### src/rtl/mul_issue_queue_pkg.sv
// Shared definitions for the MUL/ALU issue queue: flag indices, opcodes and the request record.
package mul_issue_queue_pkg;

    localparam int FLAG_Z = 0;
    localparam int FLAG_S = 1;
    localparam int FLAG_C = 2;
    localparam int FLAG_V = 3;

    localparam int REQ_OP_W   = 3;
    localparam int REQ_DATA_W = 8;
    localparam int REQ_DEST_W = 3;

    // The queue never decodes these; they only travel to the functional unit.
    localparam logic [REQ_OP_W-1:0] OP_ADD = 3'd0;
    localparam logic [REQ_OP_W-1:0] OP_SUB = 3'd1;
    localparam logic [REQ_OP_W-1:0] OP_MUL = 3'd2;
    localparam logic [REQ_OP_W-1:0] OP_AND = 3'd3;
    localparam logic [REQ_OP_W-1:0] OP_OR  = 3'd4;
    localparam logic [REQ_OP_W-1:0] OP_XOR = 3'd5;

    typedef struct packed {
        logic [REQ_OP_W-1:0]   op;
        logic [REQ_DATA_W-1:0] a;
        logic [REQ_DATA_W-1:0] b;
        logic [REQ_DEST_W-1:0] dest;
    } mul_req_t;

endpackage

### src/rtl/mul_issue_queue_sync_fifo.sv
// Single-clock FIFO with zeroed read data when empty; full blocks a push even if a pop happens the same cycle.
module mul_issue_queue_sync_fifo #(
    parameter int DEPTH = 4,
    parameter int WIDTH = 8
) (
    input  logic                     clk,
    input  logic                     rst,
    input  logic                     push,
    input  logic                     pop,
    input  logic [WIDTH-1:0]         wdata,
    output logic [WIDTH-1:0]         rdata,
    output logic                     empty,
    output logic [$clog2(DEPTH):0]   count
);
    localparam int PTR_W = $clog2(DEPTH);
    localparam int CNT_W = PTR_W + 1;

    logic [WIDTH-1:0] mem [DEPTH];
    logic [PTR_W-1:0] rd_ptr;
    logic [PTR_W-1:0] wr_ptr;
    logic             full;
    logic             do_push;
    logic             do_pop;

    assign full    = (count == CNT_W'(DEPTH));
    assign empty   = (count == '0);
    assign do_push = push && !full;
    assign do_pop  = pop && !empty;
    assign rdata   = empty ? '0 : mem[rd_ptr];

    // Pointers are exactly log2(DEPTH) wide so they wrap without extra logic.
    always_ff @(posedge clk or posedge rst) begin
        if (rst) begin
            for (int i = 0; i < DEPTH; i++) mem[i] <= '0;
            rd_ptr <= '0;
            wr_ptr <= '0;
            count  <= '0;
        end else begin
            if (do_push) begin
                mem[wr_ptr] <= wdata;
                wr_ptr      <= wr_ptr + 1'b1;
            end
            if (do_pop) rd_ptr <= rd_ptr + 1'b1;
            if (do_push && !do_pop)      count <= count + 1'b1;
            else if (!do_push && do_pop) count <= count - 1'b1;
        end
    end

endmodule

### src/rtl/mul_issue_queue.sv
// Issue queue in front of the combinational MUL/ALU unit with a registered writeback slot.
// Optional writeback statistics are enabled by defining MUL_ISSUE_STATS_EN.
module mul_issue_queue
    import mul_issue_queue_pkg::*;
#(
    parameter int DEPTH  = 4,
    parameter int DATA_W = 8,
    parameter int DEST_W = 3,
    parameter int OP_W   = 3
) (
    input  logic              clk,
    input  logic              rst,
    input  logic              in_valid,
    output logic              in_ready,
    input  logic [OP_W-1:0]   in_op,
    input  logic [DATA_W-1:0] in_a,
    input  logic [DATA_W-1:0] in_b,
    input  logic [DEST_W-1:0] in_dest,
    output logic [OP_W-1:0]   fu_op,
    output logic [DATA_W-1:0] fu_a,
    output logic [DATA_W-1:0] fu_b,
    input  logic [DATA_W-1:0] fu_result,
    input  logic [3:0]        fu_flags,
    output logic              wb_valid,
    input  logic              wb_ready,
    output logic [DEST_W-1:0] wb_dest,
    output logic [DATA_W-1:0] wb_result,
    output logic [3:0]        wb_flags
`ifdef MUL_ISSUE_STATS_EN
    ,
    output logic [15:0]       stat_ops,
    output logic [15:0]       stat_carry
`endif
);
    // Handshakes: a transfer happens on a rising edge where valid && ready; valid never
    // waits on ready, and the sender holds its payload stable until the transfer.
    localparam int REQ_W = OP_W + 2 * DATA_W + DEST_W;
    localparam int CNT_W = $clog2(DEPTH) + 1;

    logic [REQ_W-1:0]  head;
    logic [CNT_W-1:0]  q_count;
    logic              q_empty;
    logic [DEST_W-1:0] head_dest;
    logic              cap;

    assign in_ready = (q_count != CNT_W'(DEPTH));
    assign cap      = !q_empty && (!wb_valid || wb_ready);
    assign {fu_op, fu_a, fu_b, head_dest} = head;

    mul_issue_queue_sync_fifo #(
        .DEPTH (DEPTH),
        .WIDTH (REQ_W)
    ) u_fifo (
        .clk   (clk),
        .rst   (rst),
        .push  (in_valid),
        .pop   (cap),
        .wdata ({in_op, in_a, in_b, in_dest}),
        .rdata (head),
        .empty (q_empty),
        .count (q_count)
    );

    // The unit is combinational from the head, so its result is captured the same cycle the head pops.
    always_ff @(posedge clk or posedge rst) begin
        if (rst) begin
            wb_valid  <= 1'b0;
            wb_dest   <= '0;
            wb_result <= '0;
            wb_flags  <= '0;
        end else if (cap) begin
            wb_valid  <= 1'b1;
            wb_dest   <= head_dest;
            wb_result <= fu_result;
            wb_flags  <= fu_flags;
        end else if (wb_valid && wb_ready) begin
            wb_valid  <= 1'b0;
        end
    end

`ifdef MUL_ISSUE_STATS_EN
    // Both counters stick at all-ones rather than wrapping.
    always_ff @(posedge clk or posedge rst) begin
        if (rst) begin
            stat_ops   <= '0;
            stat_carry <= '0;
        end else if (wb_valid && wb_ready) begin
            if (stat_ops != 16'hFFFF) stat_ops <= stat_ops + 16'd1;
            if (wb_flags[FLAG_C] && stat_carry != 16'hFFFF) stat_carry <= stat_carry + 16'd1;
        end
    end
`endif

endmodule

### config.mk
export PLATFORM = sky130hd
export DESIGN_NAME = mul_issue_queue
export DESIGN_NICKNAME = d
export VERILOG_FILES = /design/src/rtl/mul_issue_queue_pkg.sv /design/src/rtl/mul_issue_queue_sync_fifo.sv /design/src/rtl/mul_issue_queue.sv
export SDC_FILE = /design/constraint.sdc
export NUM_CORES = 1
export LEC_CHECK = 0
export ABC_AREA = 1
export CORE_UTILIZATION = 40
export DETAILED_ROUTE_END_ITERATION = 16
export GPL_TIMING_DRIVEN = 0
export PLACE_DENSITY_LB_ADDON = 0.12
export SETUP_SLACK_MARGIN = 0.3
export SYNTH_ARGS = -nofsm -noshare
export SYNTH_HDL_FRONTEND = slang
export SYNTH_SLANG_ARGS = --single-unit
### constraint.sdc
create_clock -name clk -period 6 [get_ports clk]
set_input_delay 0.6 -clock clk [delete_from_list [all_inputs] [get_ports clk]]
set_output_delay 0.6 -clock clk [all_outputs]
set_load 0.03 [all_outputs]
==> reports/qor.txt <==
Slew HR: 53.1%
Critical Path Sink Type: output pin
Die X: 118 um
clk_skew: 0.00816 ns
Seq cells post-synth: 111
worst-skew pair later-pin latency: 0.35 ns
TritonCTS clock tree: built
worst vdd ir: 332 uV
Starting Density: 41.0%
DRC viols: 0
Final Slew Violations: 0
CTS Hold Buffers Added: 0
CTS sink count: 111
Hold Path Cell Cnt: 2
mux share of post-synthesis cell area: 0%
async set or reset register ratio after synthesis: 100%
CP Launch Type: flip-flop
Reg2Reg Setup Slack: 3.82 ns
GP Congestion: 0.788
gr usage total: 20.9%
type of the tightest min-delay check: reg -> reg
initial antenna violation count: 0
Bufs and invs on worst path: 5
met2 Usage GRT: 34.9%
CTS clk-pin slew, worst paths: 0.06 ns
CTS max path bufs: 2
slew at the pin closest to its max-slew limit: 0.704 ns
largest net degree at the start of global routing: 59
maximum capacitance violations: 0
top post-synthesis cells by area: dfrtp_1 51%, nand2_1 9.4%, o21ai_1 5.8%
Post-Synth Adder-Cell Area: 1.53%
top-count cell post-synth: nand2_1
Synth Area in Simple Gates: 19.0%
worst reg2reg path depth: 10
core box area: 0.0132 mm2
GR Util met1: 26.4%
vias in the first global route: 4416
storage element area: 0.00278 mm2
clock period minus worst slack: 3.04 ns
Finished Core Util: 50.5%
Syn-to-layout area delta: 23.3%
post-synth top area cell: dfrtp_1
First-pass DRT Iterations: 5
fmax: 0.328 GHz
Yosys top cell area share: 51.4%
CP max-delay cell: clkdlybuf4s50_1
Remaining Overflow, GRT: 0
status: finished, final reports clean
synth unique cells: 24
predominant post-synthesis flop cell: dfrtp_1
RSZ-0062 raised after global routing: no
Inserted Clock Buffers: 9
setup bufs post-CTS: 0
pwr/cell area: 631 mW/mm2
Filler Cell Count: 1243
setup_tns: 0 ns
DP Wirelength: 9080 um
Post-synth top cells: 135 x nand2_1, 111 x dfrtp_1, 82 x nor2_1
fraction of layout instances using a drive strength above 1: 15.1%
Post-Layout Cell Count: 879
total leakage power: 3.19 nW
Avg Cell Area, Syn: 8.74 um2
max incr delay on CP: 0.65 ns
nets: 746
Final Hold Vio Count: 0
clock root cell: clkbuf_16
Ports: 74
Post-Synth XOR/XNOR Area: 0.648%
DR iter-0 viols: 375
WHS Endpoint: wb_flags[2]$_DFFE_PP0P_
total chip power: 4.20 mW
post-CTS resize count: 0
required time of the critical path: 5.40 ns
critical path class: reg -> out
Syn Nets: 662
Vert. Die Dim: 118 um
Post-DRT Antenna Nets: 0
crit path launch: u_fifo.rd_ptr[0]$_DFFE_PP0P_
Worst R2R End: u_fifo.count[2]$_DFFE_PP0P_
largest family of logic cells by synthesized area: simple AND/OR/NAND/NOR gates
ANT cells: 0
multi-input logic area: 0.00201 mm2
wire per inst: 15.5 um
number of synthesized flops with an enable pin: 0
Gate Count Post-Synth: 618
sequential area share after synthesis: 51.4%
total of warnings raised by yosys: 0
crit-path leading delay family: buffers and inverters
Post-Syn Area: 0.00540 mm2
first-pass GRT wire length: 22500 um
compound-cell area share of the yosys netlist: 16.0%
placed cells: 867
reg2reg start: u_fifo.count[0]$_DFFE_PP0P_
Via density: 4.97
Std-Cell Rows: 42
gr busiest metal: met2
period utilization: 50.7%
PortBufs: 72
DIE AREA: 0.0140 mm2
WL final: 13600 um
placed standard-cell area: 0.00637 mm2
fin area: 0.00666 mm2
worst-path maximum fanout: 10
Critical Path, Cell by Cell: buf_6, inv_2, clkbuf_2, o21ai_0, a21oi_1, buf_4, clkdlybuf4s50_1
M3 GR Usage: 5.55%
Via Count: 4372
# H-tree levels: 3
endpoints failing setup: 0
crit path DAT: 2.44 ns
worst hold path startpoint: wb_flags[2]$_DFFE_PP0P_
==> state kept, by name, indices dropped and copies added, names as in the netlist <==
name           cells
wb_result          8
wb_flags           4
wb_valid           1
u_fifo.mem        88
wb_dest            3
u_fifo.wr_ptr      2
u_fifo.rd_ptr      2
u_fifo.count       3
==> worst register-to-register path: stages (launching register included) <==
cell and delay (ns):
dfrtp_1 0.43, inv_2 0.11, nand3_2 0.19, nand2_4 0.20
buf_8 0.15, ha_1 0.16, inv_1 0.07, fa_1 0.39
nand2_1 0.10, nand3_1 0.10, xor2_1 0.15
==> logic make-up after synthesis <==
| kind of cell | after synthesis |
|---|---|
| DFF | 111 |
| xor gates and xnor gates | 4 |
| and+or+nand+nor | 244 |
| adders and majority gates | 6 |
| AOI/OAI and AO/OA | 151 |
| buffers and inverters | 102 |
==> layout make-up <==
type / instances / area share, %
clock buffer: 10 / 3.44
tap: 176 / 3.30
timing repair buffer: 73 / 11.2
clock inverter: 2 / 0.901
inverter: 48 / 2.74
buffer: 54 / 6.59
multi-input combinational: 405 / 30.1
sequential: 111 / 41.7
==> worst max path at each step <==
stage | to | cells after the start
2_1_floorplan | u_fifo.count[0]$_DFFE_PP0P_ | 1
3_3_place_gp | u_fifo.mem[10]$_DFFE_PP0P_ | 2
3_5_place_dp | u_fifo.count[2]$_DFFE_PP0P_ | 11
4_1_cts | fu_op[0] | 7
5_1_grt | fu_b[6] | 6
6_report | fu_op[0] | 7
==> cell usage in the layout, fill, tap and decap left out <==
master / n
inv_2: 5
inv_4: 1
clkbuf_1: 3
fa_1: 1
a21oi_1: 22
buf_6: 17
clkbuf_2: 2
nand4_1: 1
xor2_1: 3
o21ai_2: 29
clkdlybuf4s50_1: 72
nor2_1: 82
inv_1: 42
dfrtp_1: 111
buf_4: 22
nand3_4: 5
o21ai_1: 63
nand3_1: 19
clkbuf_16: 9
bufinv_16: 2
nand2_4: 1
buf_2: 10
buf_16: 1
ha_1: 5
nand3_2: 1
o21ai_0: 37
buf_8: 1
xnor2_1: 1
nand2_1: 135
==> report_power, final <==
group          total (mW)  internal, mW  switching, mW
sequential           1.28          1.10          0.187
clock               0.613         0.357          0.256
combinational        2.31         0.973           1.34
total                4.20          2.43           1.78
==> stage by stage <==
step	setup WS, ns	hold WS (ns)
after floorplan	2.47	0.450
after global placement	0.771	0.452
after detailed placement	3.30	0.458
after CTS	2.93	0.474
after global routing	2.81	0.490
final	2.96	0.471
==> routing by layer <==
layer	vias to the layer above	routed length [um]
li1	2125	-
met2	113	6710
met1	2126	6180
met4	0	95
met3	8	640
met5	-	0
No activity file was read; power rests on OpenSTA's default activity.
